**config.mk**
```make
export PLATFORM = sky130hd
export DESIGN_NAME = food_spawner
export DESIGN_NICKNAME = d
export VERILOG_FILES = /design/src/rtl/food_spawner.sv
export SDC_FILE = /design/constraint.sdc
export NUM_CORES = 1
export LEC_CHECK = 0
export BUFFER_PORTS_ARGS = -buffer_cell sky130_fd_sc_hd__clkbuf_2
export CAP_MARGIN = 20
export CORE_UTILIZATION = 50
export DETAILED_ROUTE_END_ITERATION = 10
export GPL_TIMING_DRIVEN = 0
export MAX_ROUTING_LAYER = met4
export PLACE_DENSITY_LB_ADDON = 0.2
export SYNTH_ARGS = -nofsm -noshare
export SYNTH_HDL_FRONTEND = slang
export SYNTH_SLANG_ARGS = --single-unit
```
**constraint.sdc**
```tcl
create_clock -name clk -period 2 [get_ports clk]
set_input_delay 0.2 -clock clk [delete_from_list [all_inputs] [get_ports clk]]
set_output_delay 0.2 -clock clk [all_outputs]
set_load 0.1 [all_outputs]
```
**src/rtl/food_spawner.sv**
```systemverilog
// food_spawner: picks a free board cell for the next food item.
// Random picks come from the rng stage and are checked against the occupancy
// memory. After MAX_TRIES failed picks the search falls back to a linear scan
// of the whole board, starting just after the last candidate.
module food_spawner #(
  parameter int unsigned BOARD_WIDTH  = 40,
  parameter int unsigned BOARD_HEIGHT = 30,
  parameter int unsigned MAX_TRIES    = 16
) (
  input  logic       clk,
  input  logic       reset,
  input  logic       spawn_req,
  input  logic       food_clear,
  input  logic [5:0] rand_x,
  input  logic [4:0] rand_y,
  output logic       occ_rd_en,
  output logic [5:0] occ_x,
  output logic [4:0] occ_y,
  input  logic       occ_data,
  output logic [5:0] food_x,
  output logic [4:0] food_y,
  output logic       food_valid,
  output logic       busy,
  output logic       done,
  output logic       board_full
);

  localparam int unsigned XW = 6;
  localparam int unsigned YW = 5;
  localparam int unsigned TW = 8;
  localparam int unsigned SW = 11;
  localparam int unsigned CELLS = BOARD_WIDTH * BOARD_HEIGHT;

  localparam logic [XW:0]   X_LIM    = (XW+1)'(BOARD_WIDTH);
  localparam logic [YW:0]   Y_LIM    = (YW+1)'(BOARD_HEIGHT);
  localparam logic [XW-1:0] X_LAST   = XW'(BOARD_WIDTH - 1);
  localparam logic [YW-1:0] Y_LAST   = YW'(BOARD_HEIGHT - 1);
  localparam logic [TW:0]   TRY_LIM  = (TW+1)'(MAX_TRIES);
  localparam logic [SW:0]   CELL_LIM = (SW+1)'(CELLS);

  typedef enum logic [2:0] {
    S_IDLE,
    S_ISSUE,
    S_READ,
    S_WAIT,
    S_SCAN
  } state_e;

  state_e          state_q, state_d;
  logic [XW-1:0]   cand_x_q, cand_x_d;
  logic [YW-1:0]   cand_y_q, cand_y_d;
  logic [TW-1:0]   tries_q, tries_d;
  logic [SW-1:0]   scan_cnt_q, scan_cnt_d;
  logic            scan_q, scan_d;
  logic [XW-1:0]   food_x_q, food_x_d;
  logic [YW-1:0]   food_y_q, food_y_d;
  logic            food_valid_q, food_valid_d;
  logic            done_q, done_d;
  logic            board_full_q, board_full_d;
  logic            occ_rd_en_q, occ_rd_en_d;
  logic            busy_q, busy_d;
  logic            cand_in_range;

  assign cand_in_range = ({1'b0, cand_x_q} < X_LIM) && ({1'b0, cand_y_q} < Y_LIM);

  // Next-state and registered-output logic for the search.
  always_comb begin
    state_d      = state_q;
    cand_x_d     = cand_x_q;
    cand_y_d     = cand_y_q;
    tries_d      = tries_q;
    scan_cnt_d   = scan_cnt_q;
    scan_d       = scan_q;
    food_x_d     = food_x_q;
    food_y_d     = food_y_q;
    food_valid_d = food_valid_q & ~food_clear;
    done_d       = 1'b0;
    board_full_d = 1'b0;

    unique case (state_q)
      S_IDLE: begin
        if (spawn_req) begin
          tries_d    = '0;
          scan_cnt_d = '0;
          scan_d     = 1'b0;
          state_d    = S_ISSUE;
        end
      end
      S_ISSUE: begin
        cand_x_d = rand_x;
        cand_y_d = rand_y;
        state_d  = S_READ;
      end
      S_READ: begin
        state_d = S_WAIT;
      end
      S_WAIT: begin
        if (cand_in_range && !occ_data) begin
          food_x_d     = cand_x_q;
          food_y_d     = cand_y_q;
          food_valid_d = 1'b1;
          done_d       = 1'b1;
          state_d      = S_IDLE;
        end else if (!scan_q) begin
          if (({1'b0, tries_q} + (TW+1)'(1)) < TRY_LIM) begin
            tries_d = tries_q + TW'(1);
            state_d = S_ISSUE;
          end else begin
            scan_d  = 1'b1;
            state_d = S_SCAN;
            // Parking on the last cell makes the scan step land on (0,0).
            if (!cand_in_range) begin
              cand_x_d = X_LAST;
              cand_y_d = Y_LAST;
            end
          end
        end else if (({1'b0, scan_cnt_q} + (SW+1)'(1)) == CELL_LIM) begin
          board_full_d = 1'b1;
          state_d      = S_IDLE;
        end else begin
          scan_cnt_d = scan_cnt_q + SW'(1);
          state_d    = S_SCAN;
        end
      end
      S_SCAN: begin
        if (cand_x_q == X_LAST) begin
          cand_x_d = '0;
          cand_y_d = (cand_y_q == Y_LAST) ? '0 : cand_y_q + YW'(1);
        end else begin
          cand_x_d = cand_x_q + XW'(1);
        end
        state_d = S_READ;
      end
      default: begin
        state_d = S_IDLE;
      end
    endcase

    occ_rd_en_d = (state_d == S_READ);
    busy_d      = (state_d != S_IDLE);
  end

  // State and output registers.
  always_ff @(posedge clk or posedge reset) begin
    if (reset) begin
      state_q      <= S_IDLE;
      cand_x_q     <= '0;
      cand_y_q     <= '0;
      tries_q      <= '0;
      scan_cnt_q   <= '0;
      scan_q       <= 1'b0;
      food_x_q     <= '0;
      food_y_q     <= '0;
      food_valid_q <= 1'b0;
      done_q       <= 1'b0;
      board_full_q <= 1'b0;
      occ_rd_en_q  <= 1'b0;
      busy_q       <= 1'b0;
    end else begin
      state_q      <= state_d;
      cand_x_q     <= cand_x_d;
      cand_y_q     <= cand_y_d;
      tries_q      <= tries_d;
      scan_cnt_q   <= scan_cnt_d;
      scan_q       <= scan_d;
      food_x_q     <= food_x_d;
      food_y_q     <= food_y_d;
      food_valid_q <= food_valid_d;
      done_q       <= done_d;
      board_full_q <= board_full_d;
      occ_rd_en_q  <= occ_rd_en_d;
      busy_q       <= busy_d;
    end
  end

  assign occ_rd_en  = occ_rd_en_q;
  assign occ_x      = cand_x_q;
  assign occ_y      = cand_y_q;
  assign food_x     = food_x_q;
  assign food_y     = food_y_q;
  assign food_valid = food_valid_q;
  assign busy       = busy_q;
  assign done       = done_q;
  assign board_full = board_full_q;

endmodule

```
---- After elaboration in Yosys (flattened, before gate mapping) ----
Cells that the tools add are included.
storage, ports and cells
  logic and storage cells ................. 97
  register bits after elaboration ......... 50
operators by class
  mux-type cells .......................... 42
  bitwise operators ....................... 2
  add/subtract/negate cells ............... 6
  reductions and logical operators ........ 14
  eq/ne operators ......................... 17
  magnitude comparators ................... 3
operator list
  cell                                                                          number
  11-bit 2-to-1 mux                                                             4
  8-bit 2-to-1 mux                                                              4
  5-bit 2-to-1 mux                                                              6
  6-bit 2-to-1 mux                                                              5
  11-bit one-hot mux with 2 select lines                                        1
  2-bit inequality test, second input constant                                  9
  6-bit one-hot mux with 3 select lines                                         1
  8-bit one-hot mux with 2 select lines                                         1
  3-bit 2-to-1 mux                                                              5
  5-bit one-hot mux with 3 select lines                                         1
  5-bit AND reduction                                                           3
  11-bit by 1-bit adder with 12-bit output, second input constant               1
  12-bit by 11-bit equality test with 1-bit output, second input constant       1
  1-bit 2-to-1 mux                                                              12
  3-bit one-hot mux with 4 select lines                                         1
  11-bit by 1-bit adder with 11-bit output, second input constant               1
  8-bit by 1-bit adder with 9-bit output, second input constant                 1
  3-bit by 2-bit equality test with 1-bit output, second input constant         3
  9-bit by 5-bit less-than comparator with 1-bit output, second input constant  1
  8-bit by 1-bit adder with 8-bit output, second input constant                 1
  6-bit by 1-bit adder with 6-bit output, second input constant                 1
  6-bit equality test, second input constant                                    1
  6-bit less-than comparator, second input constant                             1
  6-bit AND reduction                                                           1
  16 further kinds                                                              18

---- Longest topological paths before layout ----
  word-level depth ........................ 7
  gate-level depth with buffers ........... 8

---- Worst setup path after synthesis ----
Ideal clock, no wire load.
  path type ............................... register to register
  start point ............................. register cand_x_q[4] (netlist: occ_x[4])
  end point ............................... register tries_q[2]
  clock period less this slack ............ 2,523 ps
  buffers on the path ..................... 0
  arrival time ............................ 2,386 ps
  setup time .............................. 137 ps
  path slack .............................. -523 ps
  stages on the path, launching flop included .. 7
  required time ........................... 1,863 ps
  cells stage by stage .................... dfrtp_1 -> o21ai_0 -> a31o_2 -> nor4_1 -> nor2_1 -> o21ai_0 -> o21ai_0
on the way
  word-level cells in the longest chain between the ends .. 5
ends and longest elaborated chain
  what                                    line  text
  start: declaration                      50    logic [XW-1:0] cand_x_q, cand_x_d;
  start signal: assignment                161   cand_x_q <= cand_x_d;
  6-bit less-than comparator              64    assign cand_in_range = ({1'b0, cand_x_q} < X_LIM) && ({1'b0, cand_y_q} < Y_LIM);
  1-bit logical AND                       64
  1-bit logical AND                       98    if (cand_in_range && !occ_data) begin
  2-bit inequality test (no source line)  --
  5-bit AND reduction (no source line)    --
  end signal: assignment                  163   tries_q <= tries_d;
  end: declaration                        52    logic [TW-1:0] tries_q, tries_d;
No other way between the ends.
A chain may end at the register's enable or synchronous reset.

---- Worst setup path in the final report ----
  start point ............................. register scan_cnt_q[0]
  end point ............................... register scan_cnt_q[0]
on the way
  word-level cells in the longest chain between the ends .. 5
  elaborated cells between the ends (all ways) .. 9
  classes of those cells .................. 2 x add/sub; 2 x eq/ne; 4 x mux; 1 x reduce/logical
ends and longest elaborated chain
  what                                                                              line  text
  start: declaration                                                                53    logic [SW-1:0] scan_cnt_q, scan_cnt_d;
  start signal: assignment                                                          164   scan_cnt_q <= scan_cnt_d;
  branches (longest 5 deep; another with 11-bit by 1-bit adder with 12-bit output)  --
Parallel ways; which one is timed is not known. The select of a mux whose other input is x is not followed.

==> Flow_metrics.wiki <==
{| class="wikitable"
! Metric !! Value
|-
| Post-Place Setup Slack || -0.2654 ns
|-
| Global-route wire length before repair || 9.660 mm
|-
| IO Port Bufs || 42
|-
| Clk sink count || 50
|-
| Area share of the leading cell type in the synthesized netlist || 47.51%
|-
| FILL cells || roughly 410
|-
| List of most frequent post-synthesis cells || dfrtp_1, nand2_1, nor2_1, o21ai_0
|-
| Minimum hold slack || between 0.06 and 0.07 ns
|-
| Cell count after placement || 395
|-
| CTS buffer count || 5
|-
| GRT Overall Usage || a little under a quarter
|-
| Initial Util || between 50% and 60%
|-
| Crit share post-route || 103.1%
|-
| Synthesized flop and latch total || 50
|-
| CTS tree || yes
|-
| Depth of the worst register-to-register path || 8
|-
| Most area-hungry cell type in the Yosys netlist || dfrtp_1
|-
| Routed vias/inst || 5.552
|-
| Weighted congestion reported at the end of routability-driven placement || between 0.8 and 0.9
|-
| Maximum clock frequency || a little under 0.5 GHz
|-
| Register-to-Register Setup Slack || -0.06 ns
|-
| Core Region || 0.005075 sq mm
|-
| Die width || around 75 microns
|-
| Post-DRT Antenna Nets || 0
|-
| Top post-synthesis cells by area || dfrtp_1, nand2_1, o21ai_0, nor2_1, ha_1
|-
| Failing checks || negative setup slack
|-
| Latest clock arrival within the worst-skew pair || 0.31 ns
|-
| Die area || around 0.0056 sq mm
|-
| Area Growth Syn to Fin || 30.12%
|-
| CTS clk-pin slew, worst paths || approximately 0.09 ns
|-
| Routed wire length || between 6 and 7 mm
|-
| Syn Inst Count || approximately 280
|-
| Crit path largest cell delay || 0.52 ns
|-
| Final number of max-transition violations || 0
|-
| Maximum clock skew at final layout || just under 0.01 ns
|-
| WP data arrival || 2.25 ns
|-
| Final Non-Filler Cells || 420
|-
| Diode count || 0
|-
| Finish-stage setup viols || 9
|-
| Fin crit period || around 2.1 ns
|-
| Most common cell in the netlist || dfrtp_1
|-
| GRT Residual Overflow || 0
|-
| Most frequently used flop master after synthesis || dfrtp_1
|-
| Number of iterations in the first detailed-routing pass || 4
|-
| Routed wirelength normalized by instance count || approximately 15 microns
|-
| Critical Path Fanout Max || 8
|-
| Startpoint of the worst register-to-register path || scan_cnt_q[0]
|-
| Post-synth design cell area || roughly 0.0026 sq mm
|-
| Vias in the first global route || ~2000
|-
| RSZ-0062 raised after global routing || true
|-
| DR iter-0 viols || roughly 150
|-
| Sequential cell area fraction in the yosys report || a little under half
|-
| Final Hold Viols || 0
|-
| Launching element type of the critical path || register
|-
| Total DRC errors in the routed layout || 0
|-
| Number of H-tree branching levels || 2
|-
| Count of flip-flops with a built-in enable after synthesis || 0
|-
| Buf/Inv on CP || 1
|-
| Critical path data required time || ~2.2 ns
|-
| Pin count of the biggest net entering global routing || 42
|-
| Distinct cell type count of the synthesized netlist || 59
|-
| Syn Nets || around 300
|-
| Total vias in the final route || between 2000 and 2500
|-
| CP top delay family || simple AND/OR/NAND/NOR gates
|-
| Net count, final || 370
|-
| Share of flip-flops with an asynchronous set or reset after synthesis || 100.0%
|-
| Instance count along the most critical hold path || 2
|-
| Max_slew headroom || roughly 60%
|-
| Critical Path Sink Type || register
|-
| Number of standard-cell rows in the floorplan || 26
|-
| Max capacitance violation total || 0
|-
| Initial antenna violation count || 0
|-
| Class of the tightest hold or removal check || in -> reg
|-
| YS warnings || 0
|-
| End of the worst hold path || food_valid
|-
| Slowest-stage cell, CP || or4b_4
|-
| Kind of critical path || reg -> reg
|-
| Root buffer cell || clkbuf_8
|-
| Worst-path cell chain || ha_4, nand4_4, o21a_1, or4b_4, a21oi_4, or2_1, buf_6, mux2i_1
|-
| Outcome || complete, but fails checks
|-
| Final worst-path setup slack || -0.06198 ns
|-
| Top-Level Pins || 43
|-
| Fraction of final layout cells sized beyond drive strength 1 || between 30% and 40%
|-
| Reg2reg end || scan_cnt_q[0]
|-
| Transition time at the pin with the least slew margin || just under 0.6 ns
|-
| Die Y || 74.58 microns
|-
| CTS max path bufs || 2
|-
| HPWL after detailed placement || slightly above 4 mm
|-
| Worst hold path startpoint || food_clear
|-
| Post-Syn Area per Cell || a little over 9 sq um
|}
how the worst max path moves through the flow:
stage	depth (start not counted)	slack, ns	to	startpoint
floorplan	8	-0.03	scan_cnt_q[2]	scan_cnt_q[0]
global placement	2	-0.23	occ_y[1]	reset
detailed placement	8	-0.27	scan_cnt_q[1]	scan_cnt_q[1]
CTS	7	-0.07	tries_q[2]	state_q[2]
global route	8	-0.16	scan_cnt_q[0]	scan_cnt_q[0]
finish	8	-0.06	scan_cnt_q[0]	scan_cnt_q[0]
through the flow:
stage | instance area (sq um) | utilization (%) | setup TNS, ns
2_1_floorplan | 2684 | - | -0.1658
3_3_place_gp | 2982 | 58.75 | -8.183
3_5_place_dp | 3002 | 59.15 | -3.437
4_1_cts | 3281 | 64.65 | -0.6234
5_1_grt | 3427 | 67.53 | -1.453
6_report | 3427 | 67.53 | -0.3709
cells by family after synthesis:
| kind of cell | Yosys count | share of synthesized area (%) |
|---|---|---|
| compound gates | 73 | 18.91 |
| simple gates | 115 | 22.00 |
| mux | 7 | 2.850 |
| fa+ha+maj | 5 | 2.375 |
| buf+inv | 27 | 4.703 |
| xor+xnor | 5 | 1.663 |
| flops | 50 | 47.51 |
cell type report:
type	instances	area, sq um	share of cell area (%)
well taps	70	87.58	2.556
clock inverters	2	60.06	1.752
flip-flops and latches	50	1267	36.98
clock buffers	6	82.58	2.410
repair buffers	61	371.6	10.84
inverters	11	41.29	1.205
multi-input cells	205	1426	41.62
plain buffers	15	90.09	2.629
routing by layer:
layer / global-route usage [%] / wire length [microns]
met4: 5.870 / 65
met1: 34.00 / 2996
met2: 34.83 / 2910
met5: - / 0
met3: 4.336 / 224
timing repair:
item                                    4_1_cts  5_1_grt
pin swaps                                     4        5
hold buffers                                  1        0
hold endpoints to repair                      9        0
endpoints found under the setup margin       26       41
resized for setup                            11       23
gates cloned                                  0        0
buffers inserted                             12        5
sequential cells by signal (all words and copies together) (netlist names):
signal and count:
food_valid 1, occ_y 5, scan_q 1, board_full 1, food_y 5, occ_x 6, tries_q 8, done 1
food_x 6, state_q 3, busy 1, occ_rd_en 1, scan_cnt_q 11
layout by cell type (no fill, tap or decap), types with 6 or more instances in the layout:
| cell type | instances |
|---|---|
| nand3_1 | 8 |
| clkbuf_8 | 6 |
| dfrtp_1 | 37 |
| dfrtp_2 | 13 |
| clkbuf_1 | 6 |
| inv_1 | 10 |
| nor2_1 | 23 |
| clkbuf_2 | 43 |
| a21oi_1 | 10 |
| o21ai_0 | 22 |
| buf_4 | 18 |
| nand2_1 | 41 |
Power is left out: the tool's default activity adds up to more than one toggle a clock period on the data nets, which glitch-free logic cannot reach.
